===== src/rtl/clk_rst_monitor_pkg.sv =====
// ClkAgentUserPkg: types and default constants shared by the clock/reset
// receive-side monitor and its users.
//   mon_state_t      - monitor FSM state encoding
//   DEF_PERIOD_MIN   - default minimum legal clock period (sys_clk cycles)
//   DEF_PERIOD_MAX   - default maximum legal clock period (sys_clk cycles)
//   DEF_RST_MIN_CYC  - default minimum legal reset assertion (sys_clk cycles)
package ClkAgentUserPkg;

  typedef enum logic [1:0] {
    IDLE   = 2'd0,
    ACQ    = 2'd1,
    MEAS   = 2'd2,
    LOCKED = 2'd3
  } mon_state_t;

  localparam int DEF_PERIOD_MIN  = 3;
  localparam int DEF_PERIOD_MAX  = 5;
  localparam int DEF_RST_MIN_CYC = 16;

endpackage


===== src/rtl/clk_rst_sync2.sv =====
// Two-flop synchronizer, parameterized width, async active-low reset.
//   sys_clk   - destination clock
//   sys_rst_n - async active-low reset, flops clear to 0
//   d_i       - asynchronous inputs
//   q_o       - synchronized outputs (2 cycles of latency)
module clk_rst_sync2 #(
  parameter int W = 1
) (
  input  logic         sys_clk,
  input  logic         sys_rst_n,
  input  logic [W-1:0] d_i,
  output logic [W-1:0] q_o
);

  logic [W-1:0] meta_q, sync_q;

  always_ff @(posedge sys_clk or negedge sys_rst_n) begin
    if (!sys_rst_n) begin
      meta_q <= '0;
      sync_q <= '0;
    end else begin
      meta_q <= d_i;
      sync_q <= meta_q;
    end
  end

  assign q_o = sync_q;

endmodule


===== src/rtl/clk_rst_monitor.sv =====
// Receive-side clock/reset monitor. Oversamples a monitored clock and a
// complementary reset pair in the sys_clk domain, measures the clock period,
// declares lock after LOCK_CNT consecutive in-range periods and raises sticky
// flags for period violations, stopped clocks, reset-pair mismatch and short
// reset pulses.
//   sys_clk, sys_rst_n          - system clock, async active-low reset
//   enable_i                    - monitor enable (low forces IDLE)
//   clr_i                       - clears sticky error flags (new error wins)
//   mon_clk_i                   - monitored clock, sampled as data
//   mon_rst_i, mon_rst_n_i      - monitored SYS_RST / SYS_RST_N
//   period_o, period_vld_o      - last measured period and its update strobe
//   locked_o                    - FSM in LOCKED
//   err_period_o                - sticky out-of-range/stop while locked
//   err_rst_pair_o              - sticky reset pair not complementary
//   err_rst_width_o             - sticky reset pulse too short
module clk_rst_monitor
  import ClkAgentUserPkg::*;
#(
  parameter int PERIOD_MIN  = DEF_PERIOD_MIN,
  parameter int PERIOD_MAX  = DEF_PERIOD_MAX,
  parameter int CNT_W       = 8,
  parameter int LOCK_CNT    = 4,
  parameter int RST_MIN_CYC = DEF_RST_MIN_CYC
) (
  input  logic             sys_clk,
  input  logic             sys_rst_n,
  input  logic             enable_i,
  input  logic             clr_i,
  input  logic             mon_clk_i,
  input  logic             mon_rst_i,
  input  logic             mon_rst_n_i,
  output logic [CNT_W-1:0] period_o,
  output logic             period_vld_o,
  output logic             locked_o,
  output logic             err_period_o,
  output logic             err_rst_pair_o,
  output logic             err_rst_width_o
);

  localparam int GW = $clog2(LOCK_CNT + 1);
  localparam int WW = $clog2(RST_MIN_CYC + 1);
  localparam logic [CNT_W-1:0] PMIN    = CNT_W'(PERIOD_MIN);
  localparam logic [CNT_W-1:0] PMAX    = CNT_W'(PERIOD_MAX);
  localparam logic [CNT_W-1:0] CNT_SAT = '1;
  localparam logic [GW-1:0]    LOCK_V  = GW'(LOCK_CNT);
  localparam logic [WW-1:0]    WMAX    = WW'(RST_MIN_CYC);

  logic [2:0] sync_w;
  logic       clk_s, rst_s, rstn_s;

  clk_rst_sync2 #(.W(3)) u_sync (
    .sys_clk   (sys_clk),
    .sys_rst_n (sys_rst_n),
    .d_i       ({mon_rst_n_i, mon_rst_i, mon_clk_i}),
    .q_o       (sync_w)
  );

  assign clk_s  = sync_w[0];
  assign rst_s  = sync_w[1];
  assign rstn_s = sync_w[2];

  // ---------------- clock period / lock ----------------
  mon_state_t       st_q, st_d;
  logic             clk_d_q, rise_q;
  logic [CNT_W-1:0] cnt_q, cnt_d, period_q, period_d;
  logic [GW-1:0]    good_q, good_d;
  logic             vld_q, vld_d, err_per_q, per_err, in_range;

  assign in_range = (cnt_q >= PMIN) && (cnt_q <= PMAX);

  always_comb begin
    st_d     = st_q;
    cnt_d    = (cnt_q == CNT_SAT) ? cnt_q : cnt_q + 1'b1;
    good_d   = good_q;
    period_d = period_q;
    vld_d    = 1'b0;
    per_err  = 1'b0;
    if (!enable_i) begin
      st_d   = IDLE;
      cnt_d  = '0;
      good_d = '0;
    end else begin
      case (st_q)
        IDLE: st_d = ACQ;
        ACQ: if (rise_q) begin
          // first edge only starts the count
          st_d  = MEAS;
          cnt_d = CNT_W'(1);
        end
        MEAS, LOCKED: begin
          if (rise_q) begin
            vld_d    = 1'b1;
            period_d = cnt_q;
            cnt_d    = CNT_W'(1);
            if (!in_range) begin
              good_d = '0;
              if (st_q == LOCKED) begin
                per_err = 1'b1;
                st_d    = MEAS;
              end
            end else if (st_q == MEAS) begin
              good_d = good_q + 1'b1;
              if (good_q + 1'b1 == LOCK_V) st_d = LOCKED;
            end
          end else if (cnt_q == CNT_SAT) begin
            // monitored clock stopped
            st_d    = ACQ;
            good_d  = '0;
            per_err = (st_q == LOCKED);
          end
        end
        default: st_d = IDLE;
      endcase
    end
  end

  // rise_q adds one stage after edge detect so outputs land at edge k+3
  always_ff @(posedge sys_clk or negedge sys_rst_n) begin
    if (!sys_rst_n) begin
      st_q      <= IDLE;
      clk_d_q   <= 1'b0;
      rise_q    <= 1'b0;
      cnt_q     <= '0;
      good_q    <= '0;
      period_q  <= '0;
      vld_q     <= 1'b0;
      err_per_q <= 1'b0;
    end else begin
      st_q      <= st_d;
      clk_d_q   <= clk_s;
      rise_q    <= clk_s & ~clk_d_q;
      cnt_q     <= cnt_d;
      good_q    <= good_d;
      period_q  <= period_d;
      vld_q     <= vld_d;
      err_per_q <= (err_per_q & ~clr_i) | per_err;
    end
  end

  // ---------------- reset pair / width ----------------
  // vld_pipe masks the pair check until the synchronizers hold real samples;
  // both synced bits come out of reset at 0, which would look like a mismatch.
  logic [1:0]    vld_pipe;
  logic          eq_q, eq_qq, rst_d_q, pair_err_q, width_err_q;
  logic [WW-1:0] wcnt_q, wcnt_d;
  logic          rst_fall;

  assign rst_fall = rst_d_q & ~rst_s;
  assign wcnt_d   = !rst_s ? '0 : (wcnt_q == WMAX) ? wcnt_q : wcnt_q + 1'b1;

  always_ff @(posedge sys_clk or negedge sys_rst_n) begin
    if (!sys_rst_n) begin
      vld_pipe    <= '0;
      eq_q        <= 1'b0;
      eq_qq       <= 1'b0;
      rst_d_q     <= 1'b0;
      wcnt_q      <= '0;
      pair_err_q  <= 1'b0;
      width_err_q <= 1'b0;
    end else begin
      vld_pipe    <= {vld_pipe[0], 1'b1};
      eq_q        <= vld_pipe[1] & (rst_s == rstn_s);
      eq_qq       <= eq_q;
      rst_d_q     <= rst_s;
      wcnt_q      <= wcnt_d;
      pair_err_q  <= (pair_err_q & ~clr_i) | (eq_q & eq_qq);
      width_err_q <= (width_err_q & ~clr_i) | (rst_fall & (wcnt_q < WMAX));
    end
  end

  assign period_o        = period_q;
  assign period_vld_o    = vld_q;
  assign locked_o        = (st_q == LOCKED);
  assign err_period_o    = err_per_q;
  assign err_rst_pair_o  = pair_err_q;
  assign err_rst_width_o = width_err_q;

endmodule

===== config.mk =====
export PLATFORM = sky130hd
export DESIGN_NAME = clk_rst_monitor
export DESIGN_NICKNAME = d
export VERILOG_FILES = /design/src/rtl/clk_rst_monitor_pkg.sv /design/src/rtl/clk_rst_sync2.sv /design/src/rtl/clk_rst_monitor.sv
export SDC_FILE = /design/constraint.sdc
export NUM_CORES = 1
export LEC_CHECK = 0
export CORE_AREA = 2 2 91 76
export CTS_BUF_LIST = sky130_fd_sc_hd__clkbuf_4 sky130_fd_sc_hd__clkbuf_8
export CTS_CLUSTER_SIZE = 30
export DETAILED_ROUTE_END_ITERATION = 8
export DIE_AREA = 0 0 93 78
export GPL_TIMING_DRIVEN = 1
export HOLD_SLACK_MARGIN = 0.12
export PLACE_DENSITY = 0.59
export SLEW_MARGIN = 20
export SYNTH_ARGS = -nofsm -noshare
export SYNTH_HDL_FRONTEND = slang
export SYNTH_HIERARCHICAL = 1
export SYNTH_SLANG_ARGS = --single-unit
export TNS_END_PERCENT = 10

===== constraint.sdc =====
create_clock -name sys_clk -period 1.5 [get_ports sys_clk]
set_input_delay 0.375 -clock sys_clk [delete_from_list [all_inputs] [get_ports sys_clk]]
set_output_delay 0.375 -clock sys_clk [all_outputs]
set_load 0.02 [all_outputs]

# Word level (Yosys, flattened, before mapping)
# Index checks and enable logic that the tools add are counted.
[totals]
register_bits = 43
[op_classes]
eq_ne = 16
bitwise = 14
n_addsub = 3
n_mux = 30
reduce_logical = 7
order_cmp = 3
[ops]
columns = ["cell", "n"]
rows = [
  ["$mux W8", 4],
  ["$mux W3", 6],
  ["$mux W2", 8],
  ["$ne A5 B5 Y1 const B", 3],
  ["$mux W5", 2],
  ["$mux W1", 9],
  ["$add A8 B1 Y8 const B", 1],
  ["$and A1 B1 Y1", 8],
  ["$eq A8 B8 Y1 const B", 1],
  ["$ge A8 B2 Y1 const B", 1],
  ["$le A8 B3 Y1 const B", 1],
  ["$pmux W2 S3", 1],
  ["$reduce_and A3 Y1", 2],
  ["$add A5 B1 Y5 const B", 1],
  ["$eq A5 B5 Y1 const B", 1],
  ["$lt A5 B5 Y1 const B", 1],
  ["$reduce_and A5 Y1", 1],
  ["$eq A2 B2 Y1 const B", 2],
  ["$ne A4 B3 Y1 const B", 1],
  ["$ne A4 B4 Y1 const B", 1],
  ["$add A3 B1 Y3 const B", 1],
  ["$eq A3 B3 Y1 const B", 1],
  ["$ne A3 B1 Y1 const B", 1],
  ["$ne A3 B3 Y1 const B", 1],
  ["10 further kinds", 14],
]

# Depth between registers and ports, before layout
# Gate-level depths: netlist of the first run.
[depth]
ltp_word = 8
ltp_mapped = 6
ltp_nobuf = 6

# Modules after synthesis
# Netlist of the first run, hierarchy kept.
[by_module_without_submodules]
columns = ["module", "seq_area_each_um2", "cells_per_inst", "instances", "area_per_inst_um2"]
rows = [
  ["clk_rst_monitor", 925.9, 155, 1, 1702.9],
  ["clk_rst_sync2", 150.1, 6, 1, 150.1],
]

# Least setup slack after synthesis of the first run
# Ideal clock, no wire load.
[synth_timing]
path_type = "reg-to-reg"
from = "reg cnt_q[0]"
to = "reg good_q[0]"
stages_incl_launch_ff = 7
setup_ps = 125
path_buffers = 0
period_less_slack_ps = 1629
slack_ps = -129
arrival_ps = 1503
path_cell_list = "dfrtp_1 > inv_1 > ha_1 > or3b_1 > nand4b_2 > o221ai_2 > mux2_4"
[synth_via]
elab_chain_len = 6
[synth_lines]
columns = ["element", "line", "text"]
rows = [
  ["from (decl)", "clk_rst_monitor.sv:65", "logic [CNT_W-1:0] cnt_q, cnt_d, period_q, period_d;"],
  ["from (signal assigned)", "clk_rst_monitor.sv:132", "cnt_q <= cnt_d;"],
  ["$ge A8 B2 Y1 or $le A8 B3 Y1 (tied branches)", "clk_rst_monitor.sv:69", "assign in_range = (cnt_q >= PMIN) && (cnt_q <= PMAX);"],
  ["$logic_and A1 B1 Y1", "clk_rst_monitor.sv:69", ""],
  ["$mux W3", "clk_rst_monitor.sv:95", "if (!in_range) begin"],
  ["$mux W3", "clk_rst_monitor.sv:91", "if (rise_q) begin"],
  ["$mux W3", "clk_rst_monitor.sv:83", "case (st_q)"],
  ["$mux W3", "clk_rst_monitor.sv:78", "if (!enable_i) begin"],
  ["to (signal assigned)", "clk_rst_monitor.sv:133", "good_q <= good_d;"],
  ["to (decl)", "clk_rst_monitor.sv:66", "logic [GW-1:0] good_q, good_d;"],
]
# Several ways; a longest one is shown, not always the timed one. The select of a mux whose other input is x is not followed.
# A chain may end at the register's enable or synchronous reset.

# Worst setup path in the final report of the first run
# Same ends and word-level chain as after synthesis.

==> impl_metrics.sql, run 1 <==
INSERT INTO impl_metrics (metric_group, metric, value, unit) VALUES
('status', 'result_of_the_run', 'complete, but fails checks', ''),
('status', 'failed_checks', 'setup timing', ''),
('worst_setup_path', 'crit_path_start_kind', 'flip-flop', ''),
('hold_path', 'worstHoldEndpoint', 'u_sync/q_o[2]$_DFF_PN0_', ''),
('clocking', 'worst_skew_pair.late_latency', '300', 'ps'),
('global_route', 'globalRouteOverflowTotal', '0', ''),
('cells_and_area', 'stdcell_count', '302', ''),
('cells_and_area', 'num_antenna_cells', '0', ''),
('synth', 'synth_fp_nets', '175', ''),
('synth', 'yosys.cell_types.count', '41', ''),
('route', 'detailedRoute.firstIterationViolations', '69', ''),
('synth', 'ys.flop_type', 'sky130_fd_sc_hd__dfrtp_1', ''),
('floorplanning', 'floorplan.initialDensity', '0.297', ''),
('power', 'leakagePower', '1.21', 'nW'),
('route', 'drt_wl_total', '3630', 'um'),
('floorplanning', 'num_io_pins', '20', ''),
('synth', 'synth.top_cell.area_share', '0.581', ''),
('worst_setup_path', 'worst_r2r_path_depth', '5', ''),
('worst_setup_path', 'worstSetupStartpoint', 'cnt_q[0]$_DFF_PN0_', ''),
('global_route', 'grt_pass1_wl', '6380', 'um'),
('placement', 'gp_congestion', '0.795', ''),
('clocking', 'cts_inserted_buffers', '5', ''),
('global_route', 'busiest_layer', 'met1', ''),
('synth', 'synth_edf_count', '0', ''),
('clocking', 'cts.root.buffer_cell', 'sky130_fd_sc_hd__clkbuf_8', ''),
('timing', 'hold_ws', '354', 'ps'),
('global_route', 'grt_max_degree', '44', ''),
('cells_and_area', 'area.growth.synth_to_final', '37.5', '%'),
('timing', 'final-setup-viol-count', '5', ''),
('global_route', 'use_met1', '0.167', ''),
('synth', 'yosysTopAreaCell', 'sky130_fd_sc_hd__dfrtp_1', ''),
('route', 'drt_drc_violations_left', '0', ''),
('clocking', 'number_of_buffers_on_the_longest_clock_path', '2', ''),
('timing', 'final.period_utilization', '1.11', ''),
('synth', 'ys_top_cells_by_area', 'sky130_fd_sc_hd__dfrtp_1, sky130_fd_sc_hd__ha_1, sky130_fd_sc_hd__mux2_2, sky130_fd_sc_hd__xnor2_1, sky130_fd_sc_hd__nand2_1', ''),
('clocking', 'clock_tree_from_tritoncts', 'done', ''),
('worst_setup_path', 'critical_path.reg2reg.startpoint', 'cnt_q[0]$_DFF_PN0_', ''),
('route', 'detail_route.first_pass.iterations', '4', ''),
('timing', 'max_clock_freq', '603', 'MHz'),
('hold_path', 'min_from', 'u_sync/meta_q[2]$_DFF_PN0_', ''),
('route', 'routedWlPerCell', '12.0', 'um'),
('floorplanning', 'die_height', '78', 'um'),
('synth', 'ys_seq_elements', '43', ''),
('placement', 'post-place-ws', '-174', 'ps'),
('power', 'vdd.ir_drop.worst', '0.317', 'mV'),
('cells_and_area', 'post_layout_net_count', '231', ''),
('synth', 'yosys.cell_count.top_type', 'sky130_fd_sc_hd__dfrtp_1', ''),
('synth', 'synth_warnings', '6', ''),
('global_route', 'grt_util_met3', '0.0291', ''),
('clocking', 'cts_max_level', '2', ''),
('floorplanning', 'rows', '26', ''),
('worst_setup_path', 'cp.arrival', '1840', 'ps'),
('hold_path', 'hold-path-cell-count', '0', ''),
('timing', 'final_period_minus_worst_setup_slack', '1660', 'ps'),
('cells_and_area', 'drive_above_1_share', '0.321', ''),
('power', 'power.density_cell_area', '875', 'nW/um2'),
('timing', 'grt_setup_unrepaired', 'true', ''),
('hold_path', 'timing.hold.worst.class', 'flip-flop to flip-flop', ''),
('timing', 'finalWorstSetupSlack', '-160', 'ps'),
('cells_and_area', 'finish.utilization', '0.408', ''),
('route', 'vias_per_cell', '4.47', ''),
('timing', 'finClkSkew', '5.57', 'ps'),
('global_route', 'grt.met2_usage', '0.151', ''),
('worst_setup_path', 'cp_data_required_time', '1680', 'ps'),
('timing', 'finalHoldViolCount', '0', ''),
('route', 'final_antenna_net_count', '0', ''),
('floorplanning', 'die_area', '7250', 'um2'),
('global_route', 'total_global_routing_track_utilization', '0.112', ''),
('floorplanning', 'coreArea', '6250', 'um2'),
('synth', 'synth_commonest_cells', 'sky130_fd_sc_hd__dfrtp_1, sky130_fd_sc_hd__nand2_1, sky130_fd_sc_hd__nor2_1, sky130_fd_sc_hd__inv_1', ''),
('route', 'total_number_of_vias', '1349', '');
[metal layers]
metal | vias up | routed length (um)
li1 | 663 | -
met1 | 652 | 1880
met2 | 29 | 1570
met3 | 5 | 128
met4 | 0 | 55
met5 | - | 0
[critical path: stages (launching register included)]
cell	delay, ps
sky130_fd_sc_hd__dfrtp_1	430
sky130_fd_sc_hd__ha_2	200
sky130_fd_sc_hd__or3b_4	400
sky130_fd_sc_hd__nand4b_4	120
sky130_fd_sc_hd__o221ai_4	130
sky130_fd_sc_hd__mux2_4	270
[power breakdown]
part	internal [W]	total (W)	leakage (nW)	switching [W]
Sequential	0.00121	0.00124	0.565	0.0000340
Clock	0.000324	0.000732	0.0402	0.000408
Combinational	0.000131	0.000257	0.604	0.000126
[how the worst max path moves through the flow]
stage / to / slack (ps) / cells after the start
3_5_place_dp: period_o[7]$_DFFE_PN0P_ / -170 / 4
4_1_cts: good_q[0]$_DFFE_PN0P_ / -150 / 6
2_1_floorplan: good_q[0]$_DFFE_PN0P_ / -90 / 6
5_1_grt: good_q[0]$_DFFE_PN0P_ / -220 / 6
6_report: good_q[0]$_DFFE_PN0P_ / -160 / 5
3_3_place_gp: period_o[7]$_DFFE_PN0P_ / -130 / 4
[flip-flops by register name, indices dropped and copies added (netlist names), 2 cells and up]
signal and cells:
good_q 3, vld_pipe 2, wcnt_q 5, st_q 2, period_o 8, u_sync/meta_q 3
cnt_q 8, u_sync/q_o 3
[cell families after synthesis]
logic type | share of synthesized area
buf+inv | 0.0338
fa+ha+maj | 0.0473
simple gates | 0.156
compound gates | 0.0925
other cells | 0.00202
flops | 0.581
mux | 0.0500
xor+xnor | 0.0378
[cell type report]
type	count	area, um2
clock buffers	5	68.8
flip-flops and latches	43	1080
clock inverters	3	20.0
multi-input cells	103	790
well taps	84	105
inverters	10	37.5
fillers	615	3700
repair buffers	54	450
[through the flow]
stage	setup TNS, ps	power (W)	instance area [um2]
6_report	-446	0.00223	2550
5_1_grt	-1200	0.00235	2550
4_1_cts	-396	0.00225	2490
3_5_place_dp	-1690	0.00151	2380
3_3_place_gp	-1350	0.00151	2380
2_1_floorplan	-162	0.00137	1870
[placed cells by master, fill, tap and decap left out, drive strengths merged, types with 3 or more instances in the layout]
cell type      Yosys  routed
xor2               3       3
nor2              11      11
o21ai              7       7
dfrtp             43      43
nand3              6       6
nand2             11      11
ha                 7       7
inv               10      10
a21oi              5       5
clkdlybuf4s50      0       5
and2               5       5
clkbuf             3       5
mux2               7       7
nor3               7       7
buf                2      36
and3               3       3
dlygate4sd2        0      12
xnor2              5       5
nor2b              3       3
[repair_timing]
item,CTS,global route
setup endpoints to repair,26,14
hold buffers,1,0
pin swaps,0,5
setup buffers,1,2
hold endpoints to repair,43,0
gates resized for setup,19,11
(Power assumes the default switching activity.)
==> inputs of run 2 (changes only) <==
Settings changed: SKIP_LAST_GASP set to 1.
==> run 2 against run 1 <==
  * The flow still finishes with violations (setup timing)
  * Cell count unchanged
  * Routed wire length decreased by 2.1%
  * Count of clock-buffer cells in the layout unchanged
  * Die area unchanged
  * Worst hold slack about the same
  * First-iteration DRC count decreased by 10%
  * Clock skew decreased by 0.79 ps
  * Setup slack got worse by 1.5 ps
  * Non-clock buffer count unchanged
  * Clock power decreased by 0.5%
  * Via count decreased by 0.37%
==> impl_metrics.sql, run 2 (synthesis gave the netlist of run 1 again) <==
INSERT INTO impl_metrics (metric_group, metric, value, unit) VALUES
('global_route', 'grt_pass1_wl', '6370', 'um'),
('clocking', 'path_clk_slew', '80', 'ps'),
('timing', 'finClkSkew', '4.78', 'ps'),
('floorplanning', 'coreArea', '6250', 'um2'),
('floorplanning', 'num_io_pins', '20', ''),
('floorplanning', 'die_area', '7250', 'um2'),
('global_route', 'grt_pass1_vias', '1324', ''),
('power', 'leakagePower', '1.18', 'nW'),
('worst_setup_path', 'critPathSlowestCell', 'sky130_fd_sc_hd__dfrtp_1', ''),
('job', 'max-cap-violations', '0', ''),
('power', 'vdd.ir_drop.worst', '0.315', 'mV'),
('cells_and_area', 'fill_cells', '614', ''),
('global_route', 'grt_max_degree', '44', ''),
('worst_setup_path', 'worst_path_cell_trace', 'ha_2 -> or3b_4 -> nand4b_4 -> o221ai_4 -> mux2_4', ''),
('route', 'total_number_of_vias', '1344', ''),
('global_route', 'grt_antenna_before_repair', '0', ''),
('worst_setup_path', 'critPathKind', 'flip-flop to flip-flop', ''),
('timing', 'final.period_utilization', '1.11', ''),
('cells_and_area', 'layout.cells.most_common_list', 'sky130_fd_sc_hd__dfrtp_1, sky130_fd_sc_hd__buf_4, sky130_fd_sc_hd__clkdlybuf4s50_1, sky130_fd_sc_hd__nand2_1, sky130_fd_sc_hd__nor2_1', ''),
('worst_setup_path', 'largest_delay_share_family_worst_path', 'simple AND/OR/NAND/NOR gates', ''),
('status', 'failed_checks', 'setup timing', ''),
('cells_and_area', 'finish.utilization', '0.406', ''),
('cells_and_area', 'post_layout_net_count', '231', ''),
('cells_and_area', 'drive_above_1_share', '0.307', ''),
('worst_setup_path', 'crit_path_start_kind', 'flip-flop', ''),
('timing', 'fin_max_slew_vios', '0', ''),
('placement', 'gp_congestion', '0.795', ''),
('hold_path', 'timing.hold.worst.class', 'flip-flop to flip-flop', ''),
('floorplanning', 'die_height', '78', 'um'),
('clocking', 'cts.root.buffer_cell', 'sky130_fd_sc_hd__clkbuf_8', ''),
('route', 'routedWlPerCell', '11.8', 'um'),
('floorplanning', 'chipWidth', '93', 'um'),
('timing', 'finalHoldViolCount', '0', ''),
('worst_setup_path', 'critical_path_peak_fanout', '4', ''),
('route', 'drt_wl_total', '3560', 'um'),
('power', 'totalPowerFinal', '0.00223', 'W'),
('worst_setup_path', 'worst-path-buf-inv', '0', ''),
('floorplanning', 'rows', '26', ''),
('timing', 'final-setup-viol-count', '17', ''),
('cells_and_area', 'area.growth.synth_to_final', '36.9', '%'),
('worst_setup_path', 'cp-end-kind', 'flip-flop', ''),
('power', 'power.density_cell_area', '881', 'nW/um2'),
('timing', 'max_clock_freq', '602', 'MHz'),
('clocking', 'cts_max_level', '2', ''),
('clocking', 'cts_inserted_buffers', '5', ''),
('clocking', 'cts_sinks', '43', ''),
('clocking', 'clock_tree_from_tritoncts', 'done', ''),
('route', 'drt_drc_violations_left', '0', ''),
('worst_setup_path', 'cp.arrival', '1840', 'ps'),
('timing', 'grt_setup_unrepaired', 'true', ''),
('route', 'detailedRoute.firstIterationViolations', '62', ''),
('global_route', 'globalRouteOverflowTotal', '0', ''),
('worst_setup_path', 'critPathMaxStageDelay', '440', 'ps'),
('clocking', 'number_of_buffers_on_the_longest_clock_path', '2', ''),
('cells_and_area', 'num_antenna_cells', '0', ''),
('route', 'detail_route.first_pass.iterations', '4', ''),
('timing', 'final_period_minus_worst_setup_slack', '1660', 'ps'),
('status', 'result_of_the_run', 'complete, but fails checks', ''),
('clocking', 'worst_skew_pair.late_latency', '300', 'ps'),
('cells_and_area', 'final_common_cell', 'sky130_fd_sc_hd__dfrtp_1', ''),
('route', 'vias_per_cell', '4.45', ''),
('route', 'final_antenna_net_count', '0', ''),
('timing', 'finalWorstSetupSlack', '-161', 'ps'),
('worst_setup_path', 'cp_data_required_time', '1680', 'ps'),
('floorplanning', 'floorplan.initialDensity', '0.297', ''),
('placement', 'hpwl', '2610', 'um'),
('placement', 'placement.io_buffers', '19', ''),
('global_route', 'total_global_routing_track_utilization', '0.112', '');
[run 2: cell types whose count changed in the layout (fill, tap and decap cells not counted), sizes merged]
cell	delta
dlymetal6s2s	+1
clkdlybuf4s50	+10
dlygate4sd2	-10
buf	-1
[run 2: worst paths after layout]
path                                                  from                      end  slack [ps]  cells after the start
min in group asynchronous                        sys_rst_n    wcnt_q[0]$_DFFE_PN0P_         570                      3
worst max register to register          cnt_q[0]$_DFF_PN0_    good_q[0]$_DFFE_PN0P_        -160                      5
worst min-delay path            u_sync/meta_q[2]$_DFF_PN0_  u_sync/q_o[2]$_DFF_PN0_         350                      0
max in group asynchronous                        sys_rst_n    good_q[0]$_DFFE_PN0P_         730                      3
worst max-delay path                    cnt_q[0]$_DFF_PN0_    good_q[0]$_DFFE_PN0P_        -160                      5
worst min register to register  u_sync/meta_q[2]$_DFF_PN0_  u_sync/q_o[2]$_DFF_PN0_         350                      0
[run 2: layout make-up]
class / instances / area (um2) / share of cell area
timing repair buffer: 54 / 463 / 0.183
multi-input combinational: 103 / 766 / 0.302
clock inverter: 3 / 20.0 / 0.00789
tap: 84 / 105 / 0.0414
inverter: 10 / 37.5 / 0.0148
clock buffer: 5 / 68.8 / 0.0271
sequential: 43 / 1080 / 0.424
[run 2: repair_timing]
action | CTS | global route
endpoints found under the hold margin | 43 | 0
pin swaps | 0 | 2
hold buffers | 1 | 0
gates cloned | 0 | 0
gates resized for setup | 6 | 5
buffers inserted | 1 | 2
setup endpoints to repair | 26 | 25
[run 2: per-layer routing]
layer	share of wire	vias to the layer above	track usage
li1	-	662	-
met1	0.52	643	0.166
met2	0.42	34	0.151
met3	0.045	5	0.0291
met4	0.015	0	0.0485
met5	0	-	0
[run 2: report_power, final]
group	switching, W	internal [W]	total (W)
logic	0.000125	0.000140	0.000265
clock network	0.000404	0.000324	0.000728
registers	0.0000344	0.00121	0.00124
[run 2: metrics by stage]
stage / cell area (um2) / setup slack [ps] / cells / setup TNS (ps) / hold WS (ps)
floorplan: 1870 / -90.3 / 161 / -162 / 79.4
global placement: 2380 / -134 / 290 / -1350 / 333
detailed placement: 2380 / -174 / 290 / -1690 / 338
CTS: 2500 / -159 / 300 / -2020 / 357
global route: 2540 / -219 / 302 / -3170 / 360
finish: 2540 / -161 / 302 / -1670 / 354
==> inputs of run 3 (changes only) <==
Settings changed: CORE_AREA 2 2 91 76 to 2 2 72 60, DIE_AREA 0 0 93 78 to 0 0 74 62, PLACE_DENSITY 0.59 to 0.82.
==> run 3 against run 2 <==
  * The run still ends with setup timing left
  * Clock skew grew 1.4 ps
  * Non-clock buffer count shrank 3
  * Die area shrank 37%
  * Design area shrank 2.3%
  * Sequential power is essentially flat
  * Critical path type unchanged
==> impl_metrics.sql, run 3 (synthesis gave the netlist of run 1 again) <==
INSERT INTO impl_metrics (metric_group, metric, value, unit) VALUES
('placement', 'placement.io_buffers', '19', ''),
('route', 'drt_drc_violations_left', '0', ''),
('timing', 'final_period_minus_worst_setup_slack', '1650', 'ps'),
('cells_and_area', 'final_common_cell', 'sky130_fd_sc_hd__dfrtp_1', ''),
('worst_setup_path', 'cp_data_required_time', '1690', 'ps'),
('clocking', 'path_clk_slew', '80', 'ps'),
('worst_setup_path', 'critPathSlowestCell', 'sky130_fd_sc_hd__dfrtp_2', ''),
('worst_setup_path', 'worst_path_cell_trace', 'inv_2 -> ha_4 -> or3b_4 -> nand4b_4 -> o221ai_4 -> mux2_4', ''),
('power', 'leakagePower', '1.16', 'nW'),
('cells_and_area', 'layout.cells.most_common_list', 'sky130_fd_sc_hd__dfrtp_1, sky130_fd_sc_hd__buf_4, sky130_fd_sc_hd__clkdlybuf4s50_1, sky130_fd_sc_hd__nand2_1, sky130_fd_sc_hd__nor2_1', ''),
('worst_setup_path', 'critPathMaxStageDelay', '410', 'ps'),
('global_route', 'globalRouteOverflowTotal', '0', ''),
('hold_path', 'timing.hold.worst.class', 'flip-flop to flip-flop', ''),
('timing', 'max_clock_freq', '605', 'MHz'),
('power', 'internal-power', '0.00170', 'W'),
('timing', 'final.period_utilization', '1.10', ''),
('placement', 'hpwl', '2400', 'um'),
('floorplanning', 'chipWidth', '74', 'um'),
('timing', 'final-setup-viol-count', '26', ''),
('worst_setup_path', 'critPathKind', 'flip-flop to flip-flop', ''),
('cells_and_area', 'area.growth.synth_to_final', '33.7', '%'),
('floorplanning', 'die_height', '62', 'um'),
('power', 'clock_power_share', '0.331', ''),
('status', 'result_of_the_run', 'complete, but fails checks', ''),
('route', 'final_antenna_net_count', '0', ''),
('power', 'power.density_cell_area', '904', 'nW/um2'),
('route', 'total_number_of_vias', '1347', ''),
('timing', 'grt_setup_unrepaired', 'true', ''),
('power', 'power.sequential.fraction', '0.555', ''),
('status', 'failed_checks', 'setup timing', ''),
('worst_setup_path', 'cp.arrival', '1840', 'ps'),
('route', 'vias_per_cell', '4.95', ''),
('clocking', 'clock_tree_from_tritoncts', 'done', ''),
('clocking', 'cts_max_level', '2', ''),
('cells_and_area', 'post_layout_net_count', '228', ''),
('timing', 'fin_max_slew_vios', '0', ''),
('route', 'routedWlPerCell', '12.8', 'um'),
('clocking', 'number_of_buffers_on_the_longest_clock_path', '2', ''),
('global_route', 'grt_antenna_before_repair', '0', ''),
('cells_and_area', 'drive_above_1_share', '0.298', ''),
('route', 'detailedRoute.firstIterationViolations', '94', ''),
('worst_setup_path', 'crit_path_start_kind', 'flip-flop', ''),
('power', 'power.switching_fraction', '0.241', ''),
('timing', 'finalWorstSetupSlack', '-153', 'ps'),
('power', 'combinationalPowerShare', '0.115', ''),
('timing', 'finalHoldViolCount', '0', ''),
('power', 'vdd.ir_drop.worst', '0.407', 'mV'),
('placement', 'post-place-ws', '-306', 'ps'),
('worst_setup_path', 'cp-end-kind', 'flip-flop', ''),
('global_route', 'grt_pass1_wl', '5820', 'um'),
('clocking', 'cts_sinks', '43', ''),
('cells_and_area', 'num_antenna_cells', '0', ''),
('floorplanning', 'num_io_pins', '20', ''),
('job', 'max-cap-violations', '0', ''),
('placement', 'gp_congestion', '0.847', ''),
('route', 'drt_wl_total', '3470', 'um'),
('timing', 'hold_ws', '353', 'ps'),
('clocking', 'worst_skew_pair.late_latency', '290', 'ps'),
('cells_and_area', 'stdcell_count', '272', ''),
('worst_setup_path', 'critical_path_peak_fanout', '4', ''),
('clocking', 'cts.root.buffer_cell', 'sky130_fd_sc_hd__clkbuf_8', ''),
('floorplanning', 'floorplan.initialDensity', '0.467', ''),
('global_route', 'grt_max_degree', '44', ''),
('timing', 'finClkSkew', '6.14', 'ps'),
('global_route', 'total_global_routing_track_utilization', '0.175', ''),
('global_route', 'grt_pass1_vias', '1269', ''),
('floorplanning', 'rows', '21', ''),
('route', 'detail_route.first_pass.iterations', '4', ''),
('clocking', 'cts_inserted_buffers', '5', ''),
('placement', 'instance_count_after_placement_with_tap_cells_included', '262', ''),
('floorplanning', 'die_area', '4590', 'um2'),
('floorplanning', 'coreArea', '3970', 'um2'),
('power', 'power_switching', '0.000540', 'W');
run 3: cell count changes in the layout (fill, tap and decap cells not counted), sizes merged:
cell,previous run,this run
clkdlybuf4s50,15,16
clkinvlp,2,0
dlymetal6s2s,1,0
clkbuf,5,7
buf,35,32
run 3: area by class of cell:
type / instances / area [um2]
inverters: 10 / 37.5
clock inverters: 1 / 5.00
fillers: 310 / 1490
well taps: 57 / 71.3
repair buffers: 51 / 438
flip-flops and latches: 43 / 1080
clock buffers: 7 / 83.8
multi-input cells: 103 / 764
run 3: path summary, 6_finish.rpt:
kind | from | to | slack (ps) | cells past startpoint
setup / recovery | cnt_q[0]$_DFF_PN0_ | good_q[0]$_DFFE_PN0P_ | -150 | 6
hold / removal | u_sync/meta_q[1]$_DFF_PN0_ | u_sync/q_o[1]$_DFF_PN0_ | 350 | 0
setup reg to reg | cnt_q[0]$_DFF_PN0_ | good_q[0]$_DFFE_PN0P_ | -150 | 6
hold reg to reg | u_sync/meta_q[1]$_DFF_PN0_ | u_sync/q_o[1]$_DFF_PN0_ | 350 | 0
max in group asynchronous | sys_rst_n | cnt_q[0]$_DFF_PN0_ | 710 | 3
min in group asynchronous | sys_rst_n | u_sync/meta_q[1]$_DFF_PN0_ | 590 | 3
run 3: what timing repair did:
action,4_1_cts,5_1_grt
pin swaps,3,2
hold buffers,1,0
setup buffers,1,0
gates resized for setup,5,7
cloned,0,0
endpoints found under the hold margin,43,0
endpoints found under the setup margin,21,34
run 3: power by group through the flow:
| stage | clock (W) | sequential [W] | combinational (W) |
|---|---|---|---|
| detailed placement | 0 | 0.00126 | 0.000242 |
| CTS | 0.000756 | 0.00124 | 0.000252 |
| global placement | 0 | 0.00126 | 0.000237 |
| finish | 0.000740 | 0.00124 | 0.000257 |
| floorplan | 0 | 0.00128 | 0.0000895 |
| global route | 0.000815 | 0.00125 | 0.000284 |
run 3: routing by layer:
metal / wire length [um] / global-route usage / vias up
li1: - / - / 661
met1: 1650 / 0.235 / 657
met2: 1640 / 0.270 / 22
met3: 106 / 0.0387 / 7
met4: 70 / 0.0935 / 0
met5: 0 / 0 / -
run 3: worst max-delay path: cells and delay by family (launching register included):
family	cells	cell delay, ps
and+or+nand+nor	2	530
DFF	1	410
muxes	1	270
adders and majority gates	1	140
AOI/OAI and AO/OA	1	120
buffers and inverters	1	60
run 3: metrics by stage:
step	TNS (ps)	util	cell area, um2	power [W]
global placement	-3100	0.589	2340	0.00150
finish	-1960	0.624	2480	0.00224
floorplan	-162	-	1870	0.00137
global route	-3970	0.624	2480	0.00235
CTS	-2200	0.618	2450	0.00225
detailed placement	-3880	0.589	2340	0.00151
